[src/rtl/midi_cmd_mediator.sv]
// midi_cmd_mediator
//   Turns a serial MIDI byte stream into 16-bit synth note commands.
//   Note On/Off messages (with running status) are parsed into words of the
//   form {on, note[6:0], 1'b0, vel[6:0]}. The words are queued in a small
//   FIFO, and each word is presented on o_data for a single clock.
//   Between commands o_data is held at zero, so each command reaches the
//   synth exactly once.
//
// Parameters
//   FIFO_DEPTH  command queue entries (power of 2, >= 2)
//   GAP_CYCLES  minimum zero cycles on o_data between two commands (0..15)
//   CHANNEL     accepted MIDI channel when OMNI = 0
//   OMNI        1: accept every channel
//
// Ports
//   clk           system clock
//   reset_n       asynchronous active-low reset
//   i_byte        MIDI byte from the UART receiver
//   i_byte_valid  one-cycle strobe qualifying i_byte
//   o_data        synth command, 0 when idle (registered)
//   o_overflow    one-cycle pulse: a completed command was dropped (registered)
//   o_pending     command queue non-empty
module midi_cmd_mediator #(
    parameter int FIFO_DEPTH = 4,
    parameter int GAP_CYCLES = 1,
    parameter int CHANNEL    = 0,
    parameter bit OMNI       = 1'b1
) (
    input  logic        clk,
    input  logic        reset_n,
    input  logic [7:0]  i_byte,
    input  logic        i_byte_valid,
    output logic [15:0] o_data,
    output logic        o_overflow,
    output logic        o_pending
);

    localparam int          AW     = $clog2(FIFO_DEPTH);
    localparam logic [AW:0] DEPTH  = (AW+1)'(FIFO_DEPTH);
    localparam logic [3:0]  GAP_LD = 4'(GAP_CYCLES);
    localparam logic [3:0]  CHAN   = 4'(CHANNEL);

    typedef enum logic [1:0] {
        S_IDLE,
        S_WAIT_NOTE,
        S_WAIT_VEL,
        S_SKIP
    } state_t;

    // ---------------------------------------------------------------- parser
    state_t      state_q, state_d;
    logic        type_on_q, type_on_d;     // 1: Note On, 0: Note Off
    logic [6:0]  note_q, note_d;
    logic        push_q, push_d;           // completed word waiting for the FIFO
    logic [15:0] push_word_q, push_word_d;

    logic is_realtime, is_system, is_note_status, chan_ok;

    assign is_realtime    = (i_byte[7:3] == 5'b11111);          // F8..FF
    assign is_system      = (i_byte[7:3] == 5'b11110);          // F0..F7
    assign is_note_status = (i_byte[7:5] == 3'b100);            // 8n / 9n
    assign chan_ok        = OMNI || (i_byte[3:0] == CHAN);

    always_comb begin
        state_d     = state_q;
        type_on_d   = type_on_q;
        note_d      = note_q;
        push_d      = 1'b0;
        push_word_d = push_word_q;
        if (i_byte_valid) begin
            if (is_realtime) begin
                // Real-time bytes may interleave anywhere; the partial
                // message in progress is left untouched.
            end else if (is_system) begin
                state_d   = S_SKIP;
                type_on_d = 1'b0;
            end else if (i_byte[7]) begin
                if (is_note_status && chan_ok) begin
                    state_d   = S_WAIT_NOTE;
                    type_on_d = i_byte[4];
                end else begin
                    state_d = S_SKIP;
                end
            end else begin
                unique case (state_q)
                    S_WAIT_NOTE: begin
                        note_d  = i_byte[6:0];
                        state_d = S_WAIT_VEL;
                    end
                    S_WAIT_VEL: begin
                        // Note On with velocity 0 is a Note Off; its velocity
                        // is already 0 so the low field passes through as-is.
                        push_d      = 1'b1;
                        push_word_d = {type_on_q && (i_byte[6:0] != 7'd0),
                                       note_q, 1'b0, i_byte[6:0]};
                        state_d     = S_WAIT_NOTE;   // running status
                    end
                    default: ;                       // IDLE / SKIP drop data
                endcase
            end
        end
    end

    always_ff @(posedge clk or negedge reset_n) begin
        if (!reset_n) begin
            state_q     <= S_IDLE;
            type_on_q   <= 1'b0;
            note_q      <= '0;
            push_q      <= 1'b0;
            push_word_q <= '0;
        end else begin
            state_q     <= state_d;
            type_on_q   <= type_on_d;
            note_q      <= note_d;
            push_q      <= push_d;
            push_word_q <= push_word_d;
        end
    end

    // ---------------------------------------------------- FIFO and issuer
    logic [15:0]   mem_q [FIFO_DEPTH];
    logic [AW-1:0] wr_ptr_q, wr_ptr_d, rd_ptr_q, rd_ptr_d;
    logic [AW:0]   count_q, count_d;
    logic [3:0]    gap_q, gap_d;
    logic [15:0]   data_q, data_d;
    logic          ovf_q, ovf_d;
    logic          full, pop, push_ok;

    assign full    = (count_q == DEPTH);
    assign pop     = (count_q != '0) && (gap_q == 4'd0);
    // A pop on the same edge frees the slot, so a full FIFO still accepts.
    assign push_ok = push_q && (!full || pop);

    always_comb begin
        wr_ptr_d = wr_ptr_q;
        rd_ptr_d = rd_ptr_q;
        count_d  = count_q;
        gap_d    = gap_q;
        data_d   = 16'd0;
        ovf_d    = push_q && full && !pop;
        if (push_ok) begin
            wr_ptr_d = wr_ptr_q + 1'b1;
        end
        if (pop) begin
            rd_ptr_d = rd_ptr_q + 1'b1;
            data_d   = mem_q[rd_ptr_q];
            gap_d    = GAP_LD;
        end else if (gap_q != 4'd0) begin
            gap_d = gap_q - 4'd1;
        end
        unique case ({push_ok, pop})
            2'b10:   count_d = count_q + 1'b1;
            2'b01:   count_d = count_q - 1'b1;
            default: count_d = count_q;
        endcase
    end

    // Storage needs no reset; occupancy is tracked by the pointers and count.
    always_ff @(posedge clk) begin
        if (push_ok) begin
            mem_q[wr_ptr_q] <= push_word_q;
        end
    end

    always_ff @(posedge clk or negedge reset_n) begin
        if (!reset_n) begin
            wr_ptr_q <= '0;
            rd_ptr_q <= '0;
            count_q  <= '0;
            gap_q    <= 4'd0;
            data_q   <= 16'd0;
            ovf_q    <= 1'b0;
        end else begin
            wr_ptr_q <= wr_ptr_d;
            rd_ptr_q <= rd_ptr_d;
            count_q  <= count_d;
            gap_q    <= gap_d;
            data_q   <= data_d;
            ovf_q    <= ovf_d;
        end
    end

    assign o_data     = data_q;
    assign o_overflow = ovf_q;
    assign o_pending  = (count_q != '0);

endmodule
[config.mk]
export PLATFORM = sky130hd
export DESIGN_NAME = midi_cmd_mediator
export DESIGN_NICKNAME = d
export VERILOG_FILES = /design/src/rtl/midi_cmd_mediator.sv
export SDC_FILE = /design/constraint.sdc
export NUM_CORES = 1
export LEC_CHECK = 0
export ABC_AREA = 1
export BUFFER_PORTS_ARGS = -buffer_cell sky130_fd_sc_hd__clkbuf_2
export CAP_MARGIN = 20
export CORE_ASPECT_RATIO = 2
export CORE_MARGIN = 5
export CORE_UTILIZATION = 37
export DETAILED_ROUTE_END_ITERATION = 6
export PLACE_DENSITY_LB_ADDON = 0.15
export SYNTH_ARGS = -nofsm -noshare
export SYNTH_HDL_FRONTEND = slang
export SYNTH_SLANG_ARGS = --single-unit
[constraint.sdc]
create_clock -name clk -period 3.5 [get_ports clk]
set_input_delay 0.7 -clock clk [delete_from_list [all_inputs] [get_ports clk]]
set_output_delay 0.7 -clock clk [all_outputs]
set_load 0.005 [all_outputs]
# ---- After elaboration in Yosys (flattened, before gate mapping)
# Memory sizes are Yosys's and may differ from the RTL's.
# Index checks and enable logic that the tools add are counted.
dict set report word_totals {
  n_memories 1
  in_bits 11
  mem_bits_rw 60
  rom_bits 0
  reg_bits 54
  output_inout_bits 18
  elab_cells 67
  latch_bits 0
}
dict set report classes {
  mux 18
  n_shift 0
  eq_ne 8
  bitwise_logic 3
  n_mul 0
  addsub 5
  magnitude_cmp 0
  reduce_logical 21
  div_mod_pow 0
}
# name words word_bits rd rd_ports_with_merged_regs wr line
set mem_list {}
lappend mem_list {mem_q 4 15 1 0 1 121} ;# logic [15:0] mem_q [FIFO_DEPTH];
# op count
set op_table {}
lappend op_table {{two-way mux 16 bit} 1}
lappend op_table {{== test 5 bit (second input constant)} 2}
lappend op_table {{two-way mux 1 bit} 10}
lappend op_table {{AND reduction 5 bit} 2}
lappend op_table {{two-way mux 4 bit} 2}
lappend op_table {{nonzero test 2 bit} 4}
lappend op_table {{nonzero test 4 bit} 2}
lappend op_table {{nonzero test 7 bit} 1}
lappend op_table {{== test 3 bit (second input constant)} 2}
lappend op_table {{two-way mux 2 bit} 3}
lappend op_table {{one-hot mux 3 bit (2 select lines)} 1}
lappend op_table {{logical AND 1 bit} 5}
lappend op_table {{adder 2 x 1 -> 2 bit (second input constant)} 2}
lappend op_table {{== test 2 x 1 -> 1 bit (second input constant)} 2}
lappend op_table {{== test 2 bit (second input constant)} 2}
lappend op_table {{zero test 4 bit} 1}
lappend op_table {{one-hot mux 2 bit (2 select lines)} 1}
lappend op_table {{AND reduction 4 bit} 1}
lappend op_table {{subtractor 4 x 1 -> 4 bit (second input constant)} 1}
lappend op_table {{adder 3 x 1 -> 3 bit (second input constant)} 1}
lappend op_table {{inverter 1 bit} 3}
lappend op_table {{AND reduction 3 bit} 1}
lappend op_table {{nonzero test 3 bit} 1}
lappend op_table {{subtractor 3 x 1 -> 3 bit (second input constant)} 1}
lappend op_table {{other kinds (2)} 3}

# ---- Depth between registers and ports, before layout
# Gate-level depths: netlist of run 1.
dict set report depth {
  word_depth 6
  depth_mapped 11
  depth_no_buf 11
}

# ---- Worst setup path before layout of run 1
# Ideal clock, no wire load.
dict set report synth_path {
  kind {register -> register}
  from {reg gap_q[0]}
  to {mem mem_q[0][0] in the netlist's numbering (enable)}
  setup_time_ps 387
  required_ps 3113
  arrival_time_ps 1612
  period_less_slack_ps 1999
  slack_ps 1501
  path_buffers 0
  stages_incl_launch_ff 7
  path_cell_list {dfrtp_1 > inv_1 > ha_1 > nand3_1 > nand4_1 > nand2_1 > nor2_1}
}
dict set report synth_via {
  elab_chain_cells 6
}
# item line
set synth_lines {}
lappend synth_lines {{start, declared} 124} ;# logic [3:0] gap_q, gap_d;
lappend synth_lines {{start signal, assigned} 177} ;# gap_q <= gap_d;
lappend synth_lines {{zero test 4 bit} 130} ;# assign pop = (count_q != '0) && (gap_q == 4'd0);
lappend synth_lines {{logical AND 1 bit} 130}
lappend synth_lines {{logical OR 1 bit} 132} ;# assign push_ok = push_q && (!full || pop);
lappend synth_lines {{logical AND 1 bit} 132}
lappend synth_lines {{two-way mux 1 bit} 160} ;# if (push_ok) begin
lappend synth_lines {{two-way mux 1 bit (not written as such)} 161} ;# mem_q[wr_ptr_q] <= push_word_q;
lappend synth_lines {{end, declared} 121}
# Every way passes these cells.

# ---- Final worst setup path of run 1
dict set report layout_path {
  from {reg count_q[0]}
  to {out o_pending}
}
dict set report layout_via {
  elab_chain_cells 1
}
# item line
set layout_lines {}
lappend layout_lines {{start, declared} 123} ;# logic [AW:0] count_q, count_d;
lappend layout_lines {{start signal, assigned} 176} ;# count_q <= count_d;
lappend layout_lines {{nonzero test 3 bit} 185} ;# assign o_pending = (count_q != '0);
lappend layout_lines {{end, declared} 35} ;# output logic o_pending
# Every way passes these cells.

==> reports/summary.txt, run 1 <==
Status: finished, final reports clean
Net Switching: 1.443 mW
R2R depth: 11
Vias in the first global route: 2,734
CP Class: flop to primary output
Peak VDD IR: 0.3998 mV
Root Buffer: clkbuf_16
Clk sinks: 113
Final worst slack: 1571 ps
Syn Inst Count: 394
CTS tree: built
Worst min path class: input port to asynchronous set/reset pin
Library cells used by synthesis: 26
Post-CTS resize count: 0
DR vias: 2,735
Critical-path maximum fanout: 4
Antenna violations before repair: 0
Gp weighted congestion: 0.7461
Fmax: 518.5 MHz
Switching share of total power: 31.03%
Placed instance count: 560
Max-cap violations: 0
Hold-fix buffer count after cts: 0
# DRC: 0
Largest net degree at the start of global routing: 36
Mapped Area: 4476 um2
CP Launch Type: flop
Comb pwr share: 21.8%
Worst R2R End: count_q[2]
Critical R2R Launch: gap_q[0]
DP HPWL: 5.277 mm
Critical-path top delay cell: dfrtp_1
N_diodes: 0
Drt first-iter violations: 223
Pwr per Cell Area: 873.9 nW/um2
Synth warn: 0
Pre-CTS worst setup slack: 1605 ps
Number of endpoints failing setup at the final stage: 0
Peak per-stage delay on the critical path: 390 ps
Post-layout min period: 1929 ps
Leak: 2.296 nW
Starting Density: 37.35%
Post-route insts no fill: 592
Fill cell count: 1,159
Grt ovf: 0
Routed wire length: 8.270 mm
Final cell utilization of the core: 44.41%
Area of the multi-input gates: 1129 um2
Clock latency at the later pin of the worst-skew pair: 400 ps
Vias per inst: 4.620
Design area: 5321 um2
IO Count: 29
Slew of the pin with the lowest slew margin: 901.9 ps
Top-area cell type share of the netlist area: 40.26%
Post-CTS Setup Repair Bufs: 0
Pre-Repair DR Iteration Count: 4
Data required, critical path: 2800 ps
IO buf count: 27
Nets: 451
Commonest non-fill, non-tap cell in the layout: nor2_1
Area after DPL: 4758 um2
RSZ-0062 raised after global routing: no
Reg area: 3128 um2
Seq pwr share: 43.6%
Flop-to-flop setup slack: 1610 ps
Most frequent cells in the layout: nor2_1, edfxtp_1, nand2_1, dfrtp_1, o21ai_0
ANT nets after route: 0
Global router's overall resource usage: 12.93%
Die Y: 165.5 um
Hold WS: 418.0 ps
Clock Power Share: 34.6%
First-pass GRT wire length: 14.03 mm
CTS Buf Count: 17
Slew Limit Fails: 0
Clock slew at reported path FFs: 50 ps
Post-Syn Nets: 413
Top area cells in the synthesized netlist: edfxtp_1, dfrtp_1, nor2_1
Sequential-to-total area share from yosys stat: 69.89%
Crit end category: primary output
DR WL/cell: 13.97 um
Die ar.: 14,530 um2
Die width: 87.77 um
Std cell rows: 57
Crit-path cells: inv_1 > nand3_2 > clkbuf_2
Period utilisation layout: 55.11%
Worst path arrival time: 1230 ps
Mean area per synthesized cell: 11.36 um2
H-Tree Level Count: 4
Total negative slack: 0 ps
Share of cells above drive strength 1: 17.08%
Area grow syn2layout: 18.90%
Synth area leader: edfxtp_1
Slew HR: 39.87%
Hold Fails Final Rpt: 0
Power Internal: 3.207 mW
Tot Pwr: 4.650 mW
Worst Clk Skew: 8.793 ps
Synth Register Bits: 113
Clk buf depth: 2
Core area: 11,980 um2
layout make-up:
cell class | instances | area share (%)
sequential | 113 | 58.78
multi-input combinational | 232 | 21.21
clock buffer | 20 | 8.394
timing repair buffer | 34 | 3.527
tap | 147 | 3.456
inverter | 34 | 2.445
clock inverter | 12 | 2.187
flip-flops by register name, summed over array words and instances (netlist names):
register	cells
count_q	3
gap_q	4
mem_q	60
note_q	7
o_data	15
o_overflow	1
push_q	1
push_word_q	15
rd_ptr_q	2
state_q	2
type_on_q	1
wr_ptr_q	2
cell usage after synthesis:
cell type,instances
a21oi_1,17
buf_2,5
buf_4,1
buf_6,3
clkbuf_1,6
conb_1,1
dfrtp_1,53
edfxtp_1,60
fa_1,1
ha_1,7
inv_1,32
inv_2,1
inv_4,1
nand2_1,56
nand2_2,1
nand3_1,10
nand3_2,1
nand4_1,4
nor2_1,72
nor2_2,1
nor3_1,3
nor3_4,1
o21ai_0,44
o21ai_1,3
o21ai_2,7
xor2_1,3
power groups by stage:
| stage | Clock, mW | Sequential (mW) | Combinational, mW |
|---|---|---|---|
| after detailed placement | 0 | 2.05 | 1.04 |
| after global routing | 1.71 | 2.07 | 1.20 |
| after floorplan | 0 | 1.96 | 0.787 |
| final | 1.61 | 2.03 | 1.01 |
| after global placement | 0 | 2.05 | 1.03 |
| after CTS | 1.64 | 2.03 | 1.04 |
cell families after synthesis:
logic type	Yosys count	share of synthesized area, %
xor gates and xnor gates	3	0.5872
other	1	0.08379
DFF	113	69.89
buffers and inverters	49	4.892
adders and majority gates	8	2.404
AOI/OAI and AO/OA	71	8.527
and+or+nand+nor	149	13.61
routing by layer:
metal | up-vias | wire length [um] | GRT usage [%] | part of all wire (%)
met3 | 5 | 344 | 4.022 | 4.2
met4 | 0 | 76 | 5.447 | 0.92
met2 | 53 | 4178 | 21.12 | 51
li1 | 1389 | - | - | -
met5 | - | 0 | 0 | 0
met1 | 1288 | 3670 | 15.61 | 44
worst max-delay path by stage:
stage | depth (start not counted) | slack [ps] | startpoint | endpoint
5_1_grt | 11 | 1390 | gap_q[0] | count_q[2]
6_report | 3 | 1570 | count_q[0] | o_pending
4_1_cts | 3 | 1550 | count_q[0] | o_pending
3_3_place_gp | 11 | 1650 | gap_q[0] | count_q[2]
3_5_place_dp | 11 | 1610 | gap_q[0] | count_q[2]
2_1_floorplan | 6 | 1500 | gap_q[0] | mem_q[0][0]
worst max-delay path: cells and delay by family, from the launching register on:
family / cells / cell delay, ps
and+or+nand+nor: 1 / 140
buffers and inverters: 2 / 300
DFF: 1 / 390
No activity file was read; power rests on OpenSTA's default activity.
==> inputs of run 2 (changes only) <==
--- a/config.mk
+++ b/config.mk
@@ -5,7 +5,7 @@
 export SDC_FILE = /design/constraint.sdc
 export NUM_CORES = 1
 export LEC_CHECK = 0
-export ABC_AREA = 1
+export ABC_AREA = 0
 export BUFFER_PORTS_ARGS = -buffer_cell sky130_fd_sc_hd__clkbuf_2
 export CAP_MARGIN = 20
 export CORE_ASPECT_RATIO = 2
==> constraint.sdc (replaced) <==
create_clock -name clk -period 1.8 [get_ports clk]
set_input_delay 0.36 -clock clk [delete_from_list [all_inputs] [get_ports clk]]
set_output_delay 0.36 -clock clk [all_outputs]
set_load 0.005 [all_outputs]
==> run 2 against run 1 <==
The flow now finishes with violations (negative setup slack). Non-clock buffer count grew 20. Sequential share of layout area fell by 3.4 points. Clock skew is essentially flat. Final area grew 6.2%. Critical endpoint is now count_q[2]. Hold slack lost 200 ps. First-iteration DRC count decreased by 40%. Synthesized cell count decreased by 32%. Combinational power increased by 140%.
==> reports/summary.txt, run 2 <==
DP HPWL: 5.717 mm (was 5.277 mm)
Pwr per Cell Area: 1640 nW/um2 (was 873.9 nW/um2)
Commonest register cell after synthesis: edfxtp_1 (unchanged)
Leak: 2.330 nW (was 2.296 nW)
Worst path arrival time: 2140 ps (was 1230 ps)
CTS tree: built (unchanged)
Data required, critical path: 2080 ps (was 2800 ps)
CP Class: flop to flop (was flop to primary output)
Std cell rows: 56 (was 57)
Routed wire length: 9.134 mm (was 8.270 mm)
Largest net degree at the start of global routing: 54 (was 36)
N_diodes: 0 (unchanged)
Starting Density: 37.81% (was 37.35%)
Drt first-iter violations: 133 (was 223)
Synth warn: 0 (unchanged)
ANT nets after route: 0 (unchanged)
Sequential-to-total area share from yosys stat: 70.28% (was 69.89%)
Fmax: 539.2 MHz
Tot Pwr: 9.266 mW (was 4.650 mW)
Routed wl met2: 5.346 mm (was 4.178 mm)
Antenna violations before repair: 0 (unchanged)
Share of cells above drive strength 1: 35.63% (was 17.08%)
Mapped Area: 4451 um2 (was 4476 um2)
Die Y: 165.1 um (was 165.5 um)
Worst Clk Skew: 8.468 ps (was 8.793 ps)
Clock latency at the later pin of the worst-skew pair: 400 ps (about the same)
Post-Synth Adder-Cell Area: 2.418% (was 2.404%)
IO Count: 29 (unchanged)
Synth Area in Compound Gates: 3.683% (was 8.527%)
Status: complete, but fails checks (was finished, final reports clean)
Slew Limit Fails: 0 (unchanged)
Placed instance count: 448 (was 560)
Post-Syn Nets: 287 (was 413)
# DRC: 0 (unchanged)
CP Launch Type: flop (unchanged)
Post-layout min period: 1854 ps
Nets: 354 (was 451)
Synth area leader: edfxtp_1 (unchanged)
Max-cap violations: 0 (unchanged)
Commonest non-fill, non-tap cell in the layout: edfxtp_1 (was nor2_1)
Top area cells in the synthesized netlist: edfxtp_1, dfrtp_1, mux4_2 (was edfxtp_1, dfrtp_1, nor2_1)
Pre-Repair DR Iteration Count: 4 (unchanged)
Routed wl met3: 285 um (was 344 um)
Post-synth top cells: edfxtp_1, dfrtp_1, and3_1, mux4_2, mux2_1 (was nor2_1, edfxtp_1, nand2_1)
DR vias: 2,431 (was 2,735)
Library cells used by synthesis: 43 (was 26)
Area grow syn2layout: 26.99% (was 18.90%)
Async set-reset flop share out of synthesis: 46.90% (unchanged)
Die width: 87.55 um (was 87.77 um)
Syn Inst Count: 268 (was 394)
Fill cell count: 1,010 (was 1,159)
Crit end category: flop (was primary output)
Synth Area in XOR/XNOR: 0.9840% (was 0.5871%)
Clk buf depth: 2 (unchanged)
Final cell utilization of the core: 48.01% (was 44.41%)
Period utilisation layout: 103.0%
IO buf count: 27 (unchanged)
Number of synthesized flops with an enable pin: 60 (unchanged)
Area of the multi-input gates: 1345 um2 (was 1129 um2)
Synth Register Bits: 113 (unchanged)
Core area: 11,770 um2 (was 11,980 um2)
Top-area cell type share of the netlist area: 40.48% (was 40.26%)
Clk sinks: 113 (unchanged)
Top Metal Used: met4 (unchanged)
Area after DPL: 4908 um2 (was 4758 um2)
Peak VDD IR: 1.463 mV (was 0.3998 mV)
Met1 WL: 3.262 mm (was 3.670 mm)
Post-synthesis mux area share: 13.13% (was 0%)
Reg area: 3128 um2 (unchanged)
Vias in the first global route: 2,692 (was 2,734)
Critical-path maximum fanout: 3 (was 4)
Max reg flops: 60 (unchanged)
First-pass GRT wire length: 14.86 mm (was 14.03 mm)
Register name with the most flops: mem_q (unchanged)
Top-count cell post-synth: edfxtp_1 (was nor2_1)
Post-route insts no fill: 493 (was 592)
Hold Fails Final Rpt: 0 (unchanged)
Gp weighted congestion: 0.7274 (was 0.7461)
Largest family of logic cells by synthesized area: multiplexers (was simple AND/OR/NAND/NOR gates)
Total negative slack: -2688 ps (was 0 ps)
Most frequent cells in the layout: edfxtp_1, dfrtp_1, clkbuf_2, buf_4, clkbuf_16 (was nor2_1, edfxtp_1, nand2_1, dfrtp_1, o21ai_0)
H-Tree Level Count: 4 (unchanged)
Violated checks: negative setup slack
Post-synthesis simple-gate area fraction: 7.141% (was 13.61%)
Vias per inst: 4.931 (was 4.620)
Mean area per synthesized cell: 16.61 um2 (was 11.36 um2)
CTS Buf Count: 17 (unchanged)
Design area: 5652 um2 (was 5321 um2)
Number of endpoints failing setup at the final stage: 62 (was 0)
Global router's overall resource usage: 14.28% (was 12.93%)
Die ar.: 14,450 um2 (was 14,530 um2)
Clock slew at reported path FFs: 50 ps (about the same)
Root Buffer: clkbuf_16 (unchanged)
RSZ-0062 raised after global routing: yes (was no)
Final worst slack: -54.48 ps (was 1571 ps)
DR WL/cell: 18.53 um (was 13.97 um)
Worst min path class: input port to flop (was input port to asynchronous set/reset pin)
Grt ovf: 0 (unchanged)
==> run 2: cell families after synthesis <==
logic type | Yosys count
AO/OA/AOI/OAI | 23
buffers and inverters | 22
adder cells (fa/ha/maj) | 8
AND/OR/NAND/NOR | 59
other | 1
flip-flops | 113
multiplexers | 37
XOR/XNOR | 5
==> run 2: stage by stage <==
stage	setup WS (ps)	hold WS, ps
floorplan	-273.4	64.41
global placement	-130.9	386.1
detailed placement	-145.2	390.0
CTS	-68.51	207.5
global route	-203.3	213.5
finish	-54.48	219.4
==> run 2: cell type report <==
cell class              instances  share of cell area (%)
flip-flops and latches        113                   55.35
well taps                     145                   3.210
multi-input cells             138                   23.80
clock inverters                 7                   1.063
repair buffers                 54                   7.261
inverters                      11                  0.7306
clock buffers                  25                   8.590
==> run 2: final timing paths <==
path | startpoint | end | slack (ps) | depth (start not counted)
worst max-delay path | gap_q[1] | count_q[2] | -50 | 9
worst max register to register | gap_q[1] | count_q[2] | -50 | 9
worst min register to register | note_q[2] | push_word_q[10] | 470 | 1
max in group asynchronous | reset_n | push_word_q[14] | 1060 | 3
worst min-delay path | i_byte[0] | push_word_q[0] | 220 | 2
min in group asynchronous | reset_n | o_data[6] | 490 | 3
==> run 2: critical path, cell delays in order, from the launching register on <==
cell and delay [ps]:
dfrtp_1 370, inv_1 60, ha_2 180, nor3b_4 210, nand3_2 110, fa_2 360, nor2b_2 130, nand2_1 60
a32oi_1 180, o21ai_1 80
==> run 2: report_power, final <==
group	leakage, nW	total, mW	switching [mW]	internal (mW)
Sequential	1.22	3.77	0.373	3.40
Clock	0.275	3.05	1.06	1.99
Combinational	0.831	2.45	1.13	1.31
Total	2.33	9.27	2.57	6.70
==> run 2: layer usage <==
metal	GRT usage [%]	up-vias
met4	6.355	0
li1	-	1143
met1	14.40	1228
met3	3.972	14
met5	0	-
met2	26.48	46
==> run 2: what timing repair did <==
action	in CTS	in global routing
gates cloned	6	0
buffers inserted	5	2
endpoints found under the setup margin	63	65
gates resized for setup	10	6
pin swaps	10	7
hold buffers	1	0
hold endpoints to repair	53	0
==> inputs of run 3 (changes only) <==
--- a/config.mk
+++ b/config.mk
@@ -16,3 +16,4 @@
 export SYNTH_ARGS = -nofsm -noshare
 export SYNTH_HDL_FRONTEND = slang
 export SYNTH_SLANG_ARGS = --single-unit
+export TNS_END_PERCENT = 20
==> run 3 against run 2 <==
The flow still finishes with violations (negative setup slack). Global-route usage down 0.82 points. Critical path depth down 3. Sequential cell count is the same. Critical endpoint is now mem_q[2][12].
==> reports/summary.txt, run 3 (synthesized netlist as in run 2, its figures left out) <==
Global router's overall resource usage: 13.46% (was 14.28%)
Data required, critical path: 1910 ps (was 2080 ps)
Hold Path Sink: push_word_q[1] (was push_word_q[0])
Drt first-iter violations: 69 (was 133)
N_diodes: 0 (unchanged)
Root Buffer: clkbuf_16 (unchanged)
ANT nets after route: 0 (unchanged)
Period utilisation layout: 107.8% (was 103.0%)
Routed wl met3: 285 um (unchanged)
Fmax: 515.5 MHz (was 539.2 MHz)
Core area: 11,770 um2 (unchanged)
Gp weighted congestion: 0.8092 (was 0.7274)
Crit end category: flop (unchanged)
CP Class: flop to flop (unchanged)
Leak: 2.308 nW (was 2.330 nW)
Top cell family by delay on the critical path: simple AND/OR/NAND/NOR gates (was adder cells)
Grt ovf: 0 (unchanged)
Tot Pwr: 9.029 mW (was 9.266 mW)
Top Metal Used: met4 (unchanged)
Flop-to-flop setup slack: -140 ps (was -50 ps)
Number of endpoints failing setup at the final stage: 63 (was 62)
CTS Buf Count: 17 (unchanged)
Critical-path top delay cell: or3b_4 (was dfrtp_1)
DP HPWL: 5.927 mm (was 5.717 mm)
DR vias: 2,422 (was 2,431)
Routed wl met2: 5.117 mm (was 5.346 mm)
Clock latency at the later pin of the worst-skew pair: 400 ps (about the same)
Worst path arrival time: 2050 ps (was 2140 ps)
Hold Fails Final Rpt: 0 (unchanged)
Register name with the most flops: mem_q (unchanged)
Die Y: 165.1 um (unchanged)
Starting Density: 37.81% (unchanged)
IO buf count: 27 (unchanged)
Worst R2R End: mem_q[2][12] (was count_q[2])
Total negative slack: -6773 ps (was -2688 ps)
Max-cap violations: 0 (unchanged)
Clock slew at reported path FFs: 50 ps (about the same)
Hold path depth: 2 (unchanged)
Status: complete, but fails checks (unchanged)
Violated checks: negative setup slack (unchanged)
H-Tree Level Count: 4 (unchanged)
Critical-path maximum fanout: 7 (was 3)
Antenna violations before repair: 0 (unchanged)
Clk buf depth: 2 (unchanged)
Slew Limit Fails: 0 (unchanged)
RSZ-0062 raised after global routing: yes (unchanged)
Commonest non-fill, non-tap cell in the layout: edfxtp_1 (unchanged)
Critical R2R Launch: gap_q[1] (unchanged)
Routed wire length: 8.655 mm (was 9.134 mm)
Worst min path class: input port to flop (unchanged)
Largest net degree at the start of global routing: 54 (unchanged)
Area of the multi-input gates: 1270 um2 (was 1345 um2)
Crit path buf inv count: 2 (was 1)
# DRC: 0 (unchanged)
CTS tree: built (unchanged)
Hold path startpoint: i_byte[1] (was i_byte[0])
IO Count: 29 (unchanged)
Post-layout min period: 1940 ps (was 1854 ps)
Met1 WL: 3.088 mm (was 3.262 mm)
Pre-CTS worst setup slack: -164.6 ps (was -145.2 ps)
Vias per inst: 4.953 (was 4.931)
Design area: 5614 um2 (was 5652 um2)
Final worst slack: -139.7 ps (was -54.48 ps)
Most frequent cells in the layout: edfxtp_1, dfrtp_1, clkbuf_2, buf_4, clkbuf_16 (unchanged)
Reg area: 3128 um2 (unchanged)
Std cell rows: 56 (unchanged)
Vias in the first global route: 2,644 (was 2,692)
Area grow syn2layout: 26.15% (was 26.99%)
DR WL/cell: 17.70 um (was 18.53 um)
CP Launch Type: flop (unchanged)
Crit-path cells: inv_1 > ha_2 > or3b_4 > a31oi_4 > and2_4 > clkbuf_16 (was inv_1 > ha_2 > nor3b_4 > nand3_2 > fa_2 > nor2b_2 > nand2_1 > a32oi_1 > o21ai_1)
Pre-Repair DR Iteration Count: 5 (was 4)
Clk sinks: 113 (unchanged)
Die ar.: 14,450 um2 (unchanged)
Final cell utilization of the core: 47.69% (was 48.01%)
Max reg flops: 60 (unchanged)
Area after DPL: 4972 um2 (was 4908 um2)
Fill cell count: 1,043 (was 1,010)
Peak per-stage delay on the critical path: 400 ps (was 370 ps)
Share of cells above drive strength 1: 33.14% (was 35.63%)
R2R depth: 6 (was 9)
Peak VDD IR: 0.9239 mV (was 1.463 mV)
First-pass GRT wire length: 14.00 mm (was 14.86 mm)
Pwr per Cell Area: 1608 nW/um2 (was 1640 nW/um2)
Nets: 350 (was 354)
Worst Clk Skew: 6.244 ps (was 8.468 ps)
Die width: 87.55 um (unchanged)
[run 3: timing repair]
action	CTS	global route
resized for setup	8	0
hold buffers	1	0
setup buffers	1	1
cloned	1	1
setup endpoints to repair	63	65
endpoints found under the hold margin	53	0
pin swaps	6	1
[run 3: how the worst max path moves through the flow]
stage	slack [ps]	depth (start not counted)	to	from
after CTS	-110	6	mem_q[1][8]	gap_q[1]
final	-140	6	mem_q[2][12]	gap_q[1]
after floorplan	-270	10	count_q[2]	gap_q[0]
after detailed placement	-160	5	mem_q[0][5]	gap_q[1]
after global routing	-200	6	mem_q[2][12]	gap_q[1]
after global placement	-140	5	mem_q[0][5]	gap_q[1]
[run 3: per-stage QoR]
step | instances | hold slack, ps
2_1_floorplan | 268 | 64.41
3_3_place_gp | 452 | 383.5
3_5_place_dp | 452 | 385.3
4_1_cts | 487 | 211.3
5_1_grt | 489 | 217.5
6_report | 489 | 226.6
[run 3: layout make-up]
type | count | share of cell area [%]
sequential | 113 | 55.72
inverter | 11 | 0.7355
tap | 145 | 3.232
timing repair buffer | 54 | 7.711
clock buffer | 26 | 8.536
clock inverter | 6 | 1.449
multi-input combinational | 134 | 22.62
[run 3: routing by layer]
metal  global-route usage, %  vias to the layer above
li1                        -                     1125
met1                   13.25                     1249
met2                   25.14                       35
met3                   4.022                       13
met4                   5.936                        0
met5                       0                        -
[run 3: report_power, final]
group,total (mW),leakage [nW],switching [mW],internal [mW]
combinational,2.10,0.813,0.994,1.11
clock,3.15,0.270,1.05,2.10
sequential,3.78,1.22,0.379,3.40
total,9.03,2.31,2.42,6.61
